File: config.mk
export PLATFORM = sky130hd
export DESIGN_NAME = jt12_timer_ctrl
export DESIGN_NICKNAME = d
export VERILOG_FILES = /design/src/rtl/jt12_timer_ctrl.sv
export SDC_FILE = /design/constraint.sdc
export NUM_CORES = 1
export LEC_CHECK = 0
export ABC_AREA = 1
export ABC_CLOCK_PERIOD_IN_PS = 3200
export BUFFER_PORTS_ARGS = -buffer_cell sky130_fd_sc_hd__buf_4
export CORE_ASPECT_RATIO = 1.5
export CORE_UTILIZATION = 47
export DETAILED_ROUTE_END_ITERATION = 10
export PLACE_DENSITY = 0.75
export SLEW_MARGIN = 20
export SYNTH_ARGS = -nofsm -noshare
export SYNTH_HDL_FRONTEND = slang
export SYNTH_SLANG_ARGS = --single-unit
File: constraint.sdc
create_clock -name i_clk -period 3.2 [get_ports i_clk]
set_input_delay 0.16 -clock i_clk [delete_from_list [all_inputs] [get_ports i_clk]]
set_output_delay 0.16 -clock i_clk [all_outputs]
set_load 0.01 [all_outputs]
File: src/rtl/jt12_timer_ctrl.sv
// jt12_timer_ctrl: CPU register decode for the FM timer pair (regs 0x24-0x27), CSM key-on
// strobe from Timer A overflow, and status byte {busy, 5'b0, flag_B, flag_A}.
// Latency: config/level outputs update on the data-write edge; clr/csm pulses are high the
// following clk. Backpressure: none, writes are always accepted; busy is advisory only.
// Optional feature: define JT12_TIMER_BUSY_EN to build the busy counter driving dout[7].
module jt12_timer_ctrl #(
  parameter int BUSY_CYCLES = 32,
  parameter int BUSY_W      = 6
) (
  input  logic       i_clk,
  input  logic       i_rst_n,
  input  logic       i_clk_en,
  input  logic       i_wr,
  input  logic       i_addr,
  input  logic [7:0] i_din,
  input  logic       i_flag_A,
  input  logic       i_flag_B,
  input  logic       i_overflow_A,
  output logic [9:0] o_value_A,
  output logic [7:0] o_value_B,
  output logic       o_load_A,
  output logic       o_load_B,
  output logic       o_clr_flag_A,
  output logic       o_clr_flag_B,
  output logic       o_enable_irq_A,
  output logic       o_enable_irq_B,
  output logic [1:0] o_ch3_mode,
  output logic       o_csm_keyon,
  output logic [7:0] o_dout
);

  localparam logic [7:0] REG_NA_HI = 8'h24;
  localparam logic [7:0] REG_NA_LO = 8'h25;
  localparam logic [7:0] REG_NB    = 8'h26;
  localparam logic [7:0] REG_CTRL  = 8'h27;

  logic       w_addr_wr;
  logic       w_data_wr;
  logic       w_ctrl_wr;
  logic       w_busy;

  logic [7:0] r_reg_sel;
  logic [9:0] r_value_A;
  logic [7:0] r_value_B;
  logic       r_load_A;
  logic       r_load_B;
  logic       r_enable_irq_A;
  logic       r_enable_irq_B;
  logic [1:0] r_ch3_mode;
  logic       r_clr_flag_A;
  logic       r_clr_flag_B;
  logic       r_csm_keyon;

  // A single wr strobe is either an address phase or a data phase, never both
  assign w_addr_wr = i_wr & ~i_addr;
  assign w_data_wr = i_wr &  i_addr;
  assign w_ctrl_wr = w_data_wr && (r_reg_sel == REG_CTRL);

  // Register select latch and stored timer configuration, not gated by clk_en
  always_ff @(posedge i_clk or negedge i_rst_n) begin
    if (!i_rst_n) begin
      r_reg_sel      <= 8'h00;
      r_value_A      <= 10'h000;
      r_value_B      <= 8'h00;
      r_load_A       <= 1'b0;
      r_load_B       <= 1'b0;
      r_enable_irq_A <= 1'b0;
      r_enable_irq_B <= 1'b0;
      r_ch3_mode     <= 2'b00;
    end else begin
      if (w_addr_wr) begin
        r_reg_sel <= i_din;
      end
      if (w_data_wr) begin
        case (r_reg_sel)
          REG_NA_HI: r_value_A[9:2] <= i_din;
          REG_NA_LO: r_value_A[1:0] <= i_din[1:0];
          REG_NB:    r_value_B      <= i_din;
          REG_CTRL: begin
            // bits 5:4 are the write-only flag-clear commands and are not stored
            r_ch3_mode     <= i_din[7:6];
            r_enable_irq_B <= i_din[3];
            r_enable_irq_A <= i_din[2];
            r_load_B       <= i_din[1];
            r_load_A       <= i_din[0];
          end
          default: ;
        endcase
      end
    end
  end

  // Flag-clear pulses: one clk wide, high the clk after the control write
  always_ff @(posedge i_clk or negedge i_rst_n) begin
    if (!i_rst_n) begin
      r_clr_flag_A <= 1'b0;
      r_clr_flag_B <= 1'b0;
    end else begin
      r_clr_flag_A <= w_ctrl_wr & i_din[4];
      r_clr_flag_B <= w_ctrl_wr & i_din[5];
    end
  end

  // CSM key-on strobe; the pre-write ch3_mode decides when a mode change coincides
  always_ff @(posedge i_clk or negedge i_rst_n) begin
    if (!i_rst_n) begin
      r_csm_keyon <= 1'b0;
    end else begin
      r_csm_keyon <= i_clk_en & i_overflow_A & r_ch3_mode[1];
    end
  end

`ifdef JT12_TIMER_BUSY_EN
  logic [BUSY_W-1:0] r_busy_cnt;

  // Busy counter: any data write reloads it (reload beats a same-clk tick), clk_en drains it
  always_ff @(posedge i_clk or negedge i_rst_n) begin
    if (!i_rst_n) begin
      r_busy_cnt <= '0;
    end else if (w_data_wr) begin
      r_busy_cnt <= BUSY_W'(BUSY_CYCLES);
    end else if (i_clk_en && (r_busy_cnt != '0)) begin
      r_busy_cnt <= r_busy_cnt - BUSY_W'(1);
    end
  end

  assign w_busy = (r_busy_cnt != '0);
`else
  // Busy feature not built; keep the parameters referenced so the build stays warning-free
  logic [BUSY_W-1:0] w_unused_busy_cfg;
  assign w_unused_busy_cfg = BUSY_W'(BUSY_CYCLES);
  assign w_busy            = 1'b0;
`endif

  assign o_value_A      = r_value_A;
  assign o_value_B      = r_value_B;
  assign o_load_A       = r_load_A;
  assign o_load_B       = r_load_B;
  assign o_enable_irq_A = r_enable_irq_A;
  assign o_enable_irq_B = r_enable_irq_B;
  assign o_ch3_mode     = r_ch3_mode;
  assign o_clr_flag_A   = r_clr_flag_A;
  assign o_clr_flag_B   = r_clr_flag_B;
  assign o_csm_keyon    = r_csm_keyon;

  // Status byte read path is combinational from busy and the live timer flags
  assign o_dout = {w_busy, 5'b00000, i_flag_B, i_flag_A};

endmodule

==> flow_summary.ini, run 1 <==
[pwr]
p_total_mw = 0.911
switching_share = 0.246
seq_power_share = 0.517
internal_power_mw = 0.687
pwr_density_cell_nw_per_um2 = 463
clockPowerShare = 0.372
switchingPower_mw = 0.224
p_leak_nw = 1.12
p_comb_frac = 0.111
peakVddDrop_mv = 0.298

[routing]
avgViaCountPerCell = 5.14
avgRoutedWirePerCell_um = 14.1
drc = 0
route.vias.total = 1270
drtPass1Iterations = 4
ant_nets = 0
routed_wl_um = 3480
drtIter0Drc = 60

[timing]
setup_tns_ns = 0
skew_ns = 0.00533
fmax_mhz = 736
slew_viol_final = 0
fin_crit_ns = 1.36
finalCritPeriodShare = 0.425
hold_viol = 0
grt_setup_unrepaired = no
finalSetupViolations = 0

[synth]
ys_seq_area_frac = 0.551
synth_cells = 166
synth_area_per_cell_um2 = 9.57
ys_seq_elements = 35
synth_top_area_share = 0.551
yosys-top-cells-area = dfrtp_1, nand2_1, nand4_1
synth_cell_type_count = 19
synth_largest_area_cell = dfrtp_1
yosys_warnings = 0
netlist_area_um2 = 1590

[setup_path]
start_kind = register
crit_path_end_kind = register
crit_type = register to register
crit_fanout = 28
cp_data_arrival_time_ns = 1.53
required_ns = 3.37
r2r_slack_ns = 1.84

[cells_and_area]
drive_above_1_share = 0.285
final_cells = 247
layout-area-overhead-vs-synth_pct = 23.7
nFillCells = 291
final_cell_mix = nand2_1, buf_4, dfrtp_1, nand4_1, inv_1
final_nets = 222
diodes = 0
final_common_cell = nand2_1

[grt]
gr-max-usage-layer = met2
grt_overflow = 0
met1_usage = 0.235
grt_use_met2 = 0.391
antenna_found_initial = 0
grt_max_degree = 36
first_global_vias = 1222
use_met3 = 0.0458
grt_use_total = 0.214
grt_pass1_wl_um = 5600

[cts]
cts_tree = done
numCtsBuffers = 5
cts_root_buf = clkbuf_8
cts_buffer_depth = 2
clock_latency_ns = 0.28
ctsResizeCount = 0
clock-sinks = 35
clkTransAtPathRegs_ns = 0.07
ctsHtreeMaxLevel = 2

[placed_design]
dp_hpwl_um = 2510
dp.cells = 238
portBuffers = 40
gp_congestion = 0.843

[outcome]
status = finished, final reports clean

[floorplanning]
placementRows = 25
fp.dieArea_um2 = 3620
core_um2 = 3190
dieWidth_um = 49.5
dieHeight_um = 73.2
ios = 51
initial_utilization = 0.498

[run]
cap_viol_max_count = 0

[min_path]
min_path_type = input pin to register
flip-flops by register name, indices dropped and copies added, names as in the netlist:
name            flops
o_value_A          10
o_ch3_mode          2
o_enable_irq_A      1
r_reg_sel           8
o_load_B            1
o_enable_irq_B      1
o_load_A            1
o_value_B           8
o_clr_flag_B        1
o_csm_keyon         1
o_clr_flag_A        1
cell families (layout without fill, tap and decap cells):
group / Yosys count / in the layout / synth area share
other: 1 / 6 / 0.00236
DFF: 35 / 35 / 0.551
buffers and inverters: 23 / 59 / 0.0882
and+or+nand+nor: 100 / 100 / 0.336
AOI/OAI and AO/OA: 7 / 7 / 0.0220
metrics by stage:
stage	hold WS, ns	util	setup slack [ns]	cell area (um2)
after floorplan	-0.136	-	2.13	1610
after global placement	0.120	0.582	1.96	1860
after detailed placement	0.133	0.582	1.87	1860
after CTS	0.126	0.616	1.82	1970
after global routing	0.129	0.616	1.71	1970
final	0.126	0.616	1.84	1970
critical path, stage by stage (launching register included):
cell and delay (ns):
dfrtp_1 0.39, inv_2 0.06, nand2_2 0.08, nor2_8 0.36, nand3_4 0.18, nand2_1 0.12
nand2_1 0.05
Yosys cell counts:
library cell / count
nand2_1: 54
dfrtp_1: 35
nand4_1: 24
buf_4: 10
inv_1: 9
nor2_1: 8
a21oi_1: 5
nand2_2: 4
nand3_4: 3
buf_6: 2
nand3_1: 2
nor2_8: 2
o21ai_0: 2
and3_1: 1
buf_2: 1
conb_1: 1
inv_2: 1
nor2_2: 1
nor2_4: 1
power groups by stage:
stage	combinational, mW	clock (mW)	sequential (mW)
finish	0.101	0.339	0.471
global route	0.113	0.362	0.473
CTS	0.102	0.346	0.471
detailed placement	0.100	0	0.479
global placement	0.0948	0	0.478
floorplan	0.0652	0	0.479
cell type report:
type                    instances  area (um2)  share of cell area
repair buffers                 41         310               0.158
inverters                      10        37.5              0.0191
well taps                      40        50.0              0.0255
multi-input cells             113         592               0.301
flip-flops and latches         35         876               0.446
clock buffers                   8         100              0.0509
layer usage:
metal | vias up | wire [um]
li1 | 613 | -
met1 | 613 | 1330
met2 | 36 | 1910
met3 | 8 | 152
met4 | 0 | 82
met5 | - | 0
worst paths after layout:
kind | startpoint | end | depth (start not counted)
max in group asynchronous | i_rst_n | o_value_A[7] | 2
worst min register to register | o_value_B[5] | o_value_B[5] | 2
min in group asynchronous | i_rst_n | o_clr_flag_B | 2
worst max-delay path | r_reg_sel[4] | o_value_B[1] | 6
worst max register to register | r_reg_sel[4] | o_value_B[1] | 6
worst min-delay path | i_overflow_A | o_csm_keyon | 2
repair_timing:
item / in CTS / in global routing
buffers inserted: 0 / 0
endpoints found under the setup margin: 0 / 0
hold buffers: 1 / 0
endpoints found under the hold margin: 35 / 0
(Power assumes the default switching activity.)
==> run 2: changes to the inputs <==
- ABC_CLOCK_PERIOD_IN_PS: 3200 -> 1400
- clock period: 3.2 -> 1.4 ns (I/O delays scaled with it)
==> run 2 against run 1 <==
Against the previous run: sequential power up 130%; register-to-register slack lost 1.7 ns; die area did not move; largest cell class unchanged.
==> flow_summary.ini, run 2 (synthesis gave the netlist of run 1 again) <==
[timing]
fmax_mhz = 777
setup_tns_ns = 0
finalCritPeriodShare = 0.919
fin_crit_ns = 1.29
skew_ns = 0.00584
grt_setup_unrepaired = no
finalSetupViolations = 0
slew_viol_final = 0
hold_viol = 0

[pwr]
p_leak_nw = 1.14
pwr_density_cell_nw_per_um2 = 1040
peakVddDrop_mv = 0.686

[grt]
antenna_found_initial = 0
first_global_vias = 1222
grt_max_degree = 36
grt_overflow = 0
grt_pass1_wl_um = 5600
grt_use_total = 0.214

[routing]
ant_nets = 0
route.vias.total = 1340
drc = 0
drtPass1Iterations = 4
drtIter0Drc = 105
avgRoutedWirePerCell_um = 14.7
routed_wl_um = 3710
avgViaCountPerCell = 5.30

[cells_and_area]
diodes = 0
final_cell_mix = nand2_1, buf_4, dfrtp_1, nand4_1, inv_1
fin_util = 0.633
fin_area_um2 = 2020
layout-area-overhead-vs-synth_pct = 27.0
drive_above_1_share = 0.305
final_nets = 228
final_cells = 253
final_common_cell = nand2_1
largest_register_ffs = 10

[setup_path]
cp_data_arrival_time_ns = 1.46
crit_type = register to register
crit_path_end_kind = register
start_kind = register
required_ns = 1.57
crit_fanout = 14

[cts]
cts_buffer_depth = 2
ctsResizeCount = 0
clkTransAtPathRegs_ns = 0.07
ctsHtreeMaxLevel = 2
clock-sinks = 35
numCtsBuffers = 5
cts_tree = done
clock_latency_ns = 0.28
cts_root_buf = clkbuf_8

[floorplanning]
initial_utilization = 0.498
fp.dieArea_um2 = 3620
ios = 51
dieHeight_um = 73.2
dieWidth_um = 49.5
placementRows = 25
core_um2 = 3190

[placed_design]
dp_hpwl_um = 2510
dp.cells = 238
portBuffers = 40
gp_congestion = 0.843
place_area_um2 = 1860

[run]
cap_viol_max_count = 0

[min_path]
min_path_type = input pin to register

[outcome]
status = finished, final reports clean
run 2: cell count changes in the layout (fill, tap and decap cells not counted):
cell | before | now
buf_4 | 40 | 44
nor2_4 | 1 | 3
run 2: timing repair:
item	4_1_cts	5_1_grt
endpoints found under the setup margin	0	22
hold buffers	1	0
buffers inserted	0	4
endpoints found under the hold margin	35	0
run 2: cell type report:
class                   count  area (um2)
clock buffers               8         100
flip-flops and latches     35         876
well taps                  40        50.0
repair buffers             45         340
fillers                   286        1170
inverters                  10        37.5
multi-input cells         115         614
run 2: per-stage QoR:
| stage | worst slack (ns) | hold WS, ns | total power [mW] |
|---|---|---|---|
| global route | 0.0193 | 0.0387 | 2.19 |
| global placement | 0.155 | 0.0296 | 1.31 |
| finish | 0.114 | 0.0340 | 2.11 |
| CTS | 0.0227 | 0.0360 | 2.10 |
| detailed placement | 0.0665 | 0.0431 | 1.32 |
| floorplan | 0.330 | -0.226 | 1.24 |
run 2: power by group:
part           internal, mW  switching [mW]  leakage [nW]
logic                0.0791           0.174         0.621
registers              1.05          0.0270         0.468
clock network         0.448           0.328        0.0515
run 2: worst max-delay path: stages (launching register included):
cell     delay [ns]
dfrtp_1        0.36
inv_1          0.08
nand2_2        0.12
nor2_8         0.29
nand3_4        0.16
nand2_1        0.11
nand2_1        0.05
run 2: final timing paths:
path,endpoint,slack [ns],depth (start not counted),from
min,o_csm_keyon,0.03,2,i_overflow_A
max in group asynchronous,o_value_A[7],0.83,2,i_rst_n
min reg2reg,o_value_B[5],0.47,2,o_value_B[5]
max reg2reg,o_value_B[1],0.11,6,r_reg_sel[3]
min in group asynchronous,o_clr_flag_B,0.27,2,i_rst_n
max,o_value_B[1],0.11,6,r_reg_sel[3]
run 2: routing by layer:
| layer | vias to the layer above | wire length [um] | share of wire | global-route usage |
|---|---|---|---|---|
| li1 | 631 | - | - | - |
| met1 | 648 | 1400 | 0.38 | 0.235 |
| met2 | 53 | 2020 | 0.54 | 0.391 |
| met3 | 8 | 211 | 0.057 | 0.0458 |
| met4 | 0 | 82 | 0.022 | 0.0984 |
| met5 | - | 0 | 0 | 0 |
==> run 3: changes to the inputs <==
- ABC_AREA: 1 -> unset
- CORE_UTILIZATION: 47 -> 48
- PLACE_DENSITY: 0.75 -> 0.78
==> run 3 against run 2 <==
Against the previous run: the run now ends with negative setup slack left; first-iteration DRC count shrank 92%; worst setup slack lost 0.60 ns; cell count shrank 29%; synthesized cell count shrank 45%; critical path depth shrank 2; sequential share of layout area grew 1.6 points; register-to-register slack lost 0.60 ns; global-route usage shrank 0.65 points; via count shrank 35%; critical path type unchanged; critical endpoint is now o_value_B[4].
==> flow_summary.ini, run 3 <==
[outcome]
status = finished with violations
violations = negative setup slack

[synth]
synth-edff-count = 0
synthTopCellsByCount = dfrtp_1, mux2_2, buf_4
synthFlopType = dfrtp_1
synth_top_area_share = 0.615
synth_cells = 91
synth_most_common_cell = dfrtp_1
synth_area_per_cell_um2 = 15.6
ys_seq_elements = 35
ys_seq_area_frac = 0.615
netlist_area_um2 = 1420
synth_largest_area_cell = dfrtp_1
yosys_warnings = 0
synth_cell_type_count = 18
yosys-top-cells-area = dfrtp_1, mux2_2, buf_4
async_flop_share = 1.00

[timing]
fin_ws_ns = -0.483
slew_viol_final = 0
grt_setup_unrepaired = yes
fmax_mhz = 531
hold_viol = 0
finalCritPeriodShare = 1.34
setup_tns_ns = -10.87
skew_ns = 0.00374
fin_crit_ns = 1.88
finalSetupViolations = 26

[setup_path]
r2r_slack_ns = -0.48
reg2reg_depth = 4
reg2reg_to = o_value_B[4]
crit_type = register to register
r2r_start = r_reg_sel[6]
required_ns = 1.57
start_kind = register
cp_slowest_stage_delay_ns = 0.60
crit_buf_inv = 1
cp_data_arrival_time_ns = 2.05
crit_path_end_kind = register
cp_cell_sequence = or4b_4, nor4b_4, buf_6, mux2_2
crit_slowest_cell = or4b_4
crit_fanout = 5
critPathTopFamily = simple AND/OR/NAND/NOR gates

[pwr]
p_comb_frac = 0.143
switching_share = 0.233
p_leak_nw = 1.00
seq_power_share = 0.511
internal_power_mw = 1.74
switchingPower_mw = 0.529
peakVddDrop_mv = 1.01
clockPowerShare = 0.346
pwr_density_cell_nw_per_um2 = 1170

[placed_design]
dp_hpwl_um = 2080
gp_congestion = 0.719
dp.cells = 171
portBuffers = 40

[cells_and_area]
largest_register_ffs = 10
drive_above_1_share = 0.636
seq_area_um2 = 876
layout-area-overhead-vs-synth_pct = 36.7
fin_util = 0.712
multiInputGateArea_um2 = 543
final_cell_mix = buf_4, dfrtp_1, mux2_2, mux2_4, clkbuf_8
diodes = 0
final_common_cell = buf_4
nFillCells = 201
final_nets = 158
final_cells = 180

[cts]
ctsHtreeMaxLevel = 2
cts_root_buf = clkbuf_8
cts_tree = done
cts_buffer_depth = 2
clkTransAtPathRegs_ns = 0.07
clock_latency_ns = 0.28
numCtsBuffers = 5
post_cts_buffers = 0
clock-sinks = 35

[grt]
grt_use_total = 0.208
grt_overflow = 0
grt_max_degree = 36
first_global_vias = 928
grt_pass1_wl_um = 4410
antenna_found_initial = 0

[floorplanning]
initial_utilization = 0.521
core_um2 = 2730
dieWidth_um = 46.5
fp.dieArea_um2 = 3190
placementRows = 23
dieHeight_um = 68.7
ios = 51

[routing]
route.vias.total = 876
avgRoutedWirePerCell_um = 15.7
drtIter0Drc = 8
ant_nets = 0
avgViaCountPerCell = 4.87
routed_wl_um = 2820
drtPass1Iterations = 4
drc = 0

[min_path]
holdPathEnd = o_clr_flag_A
holdCritStartpoint = i_din[4]
min_path_cells = 2
min_path_type = input pin to register

[run]
cap_viol_max_count = 0
-- run 3: cell count changes after synthesis, moves of 2 or more --
| cell | delta |
|---|---|
| nand2_1 | -52 |
| mux2_2 | +31 |
| nand4_1 | -24 |
| inv_1 | -8 |
| nor2_1 | -8 |
| a21oi_1 | -5 |
| nand2_2 | -4 |
| nand3_4 | -3 |
| and2_1 | +2 |
| buf_4 | -2 |
| buf_6 | -2 |
| nand3_1 | -2 |
| nor2_8 | -2 |
-- run 3: kinds of logic after synthesis --
logic type / Yosys count / synth area share
flip-flops: 35 / 0.615
buffers and inverters: 11 / 0.0510
AND/OR/NAND/NOR: 12 / 0.0826
AO/OA/AOI/OAI: 1 / 0.00351
multiplexers: 31 / 0.245
other: 1 / 0.00263
-- run 3: worst max-delay path by stage --
stage,endpoint,from,slack [ns],cells past startpoint
after CTS,o_value_A[1],r_reg_sel[6],-0.49,3
after global placement,o_value_A[8],r_reg_sel[4],-0.57,4
after floorplan,o_value_B[0],r_reg_sel[4],-0.56,4
after global routing,o_value_B[4],r_reg_sel[6],-0.53,4
after detailed placement,o_value_A[8],r_reg_sel[4],-0.63,4
final,o_value_B[4],r_reg_sel[6],-0.48,4
-- run 3: timing repair --
item,CTS,global route
hold endpoints to repair,35,0
pin swaps,3,1
hold buffers,1,0
endpoints found under the setup margin,26,26
gates resized for setup,12,1
-- run 3: area by class of cell --
cell class | count | share of cell area
sequential | 35 | 0.450
multi-input combinational | 50 | 0.279
timing repair buffer | 49 | 0.194
clock buffer | 8 | 0.0514
tap | 37 | 0.0238
inverter | 1 | 0.00193
-- run 3: metrics by stage --
| step | worst slack, ns | instance area [um2] | hold WS (ns) | power [mW] |
|---|---|---|---|---|
| 2_1_floorplan | -0.565 | 1450 | -0.226 | 1.33 |
| 3_3_place_gp | -0.566 | 1790 | 0.0351 | 1.47 |
| 3_5_place_dp | -0.633 | 1790 | 0.0384 | 1.48 |
| 4_1_cts | -0.494 | 1940 | 0.0169 | 2.30 |
| 5_1_grt | -0.532 | 1950 | 0.0163 | 2.37 |
| 6_report | -0.483 | 1950 | 0.0231 | 2.27 |
-- run 3: power by group through the flow --
stage / clock, mW / sequential (mW) / combinational (mW)
after floorplan: 0 / 1.19 / 0.134
after global placement: 0 / 1.17 / 0.296
after detailed placement: 0 / 1.18 / 0.306
after CTS: 0.808 / 1.16 / 0.327
after global routing: 0.850 / 1.17 / 0.351
final: 0.785 / 1.16 / 0.324
-- run 3: layer usage --
layer  vias to the layer above  GRT usage  wire length [um]  share of wire
met3                         7     0.0703               107          0.038
met2                        23      0.337              1510           0.54
met5                         -          0                 0              0
met1                       444      0.236              1150           0.41
li1                        402          -                 -              -
met4                         0      0.107                50          0.018
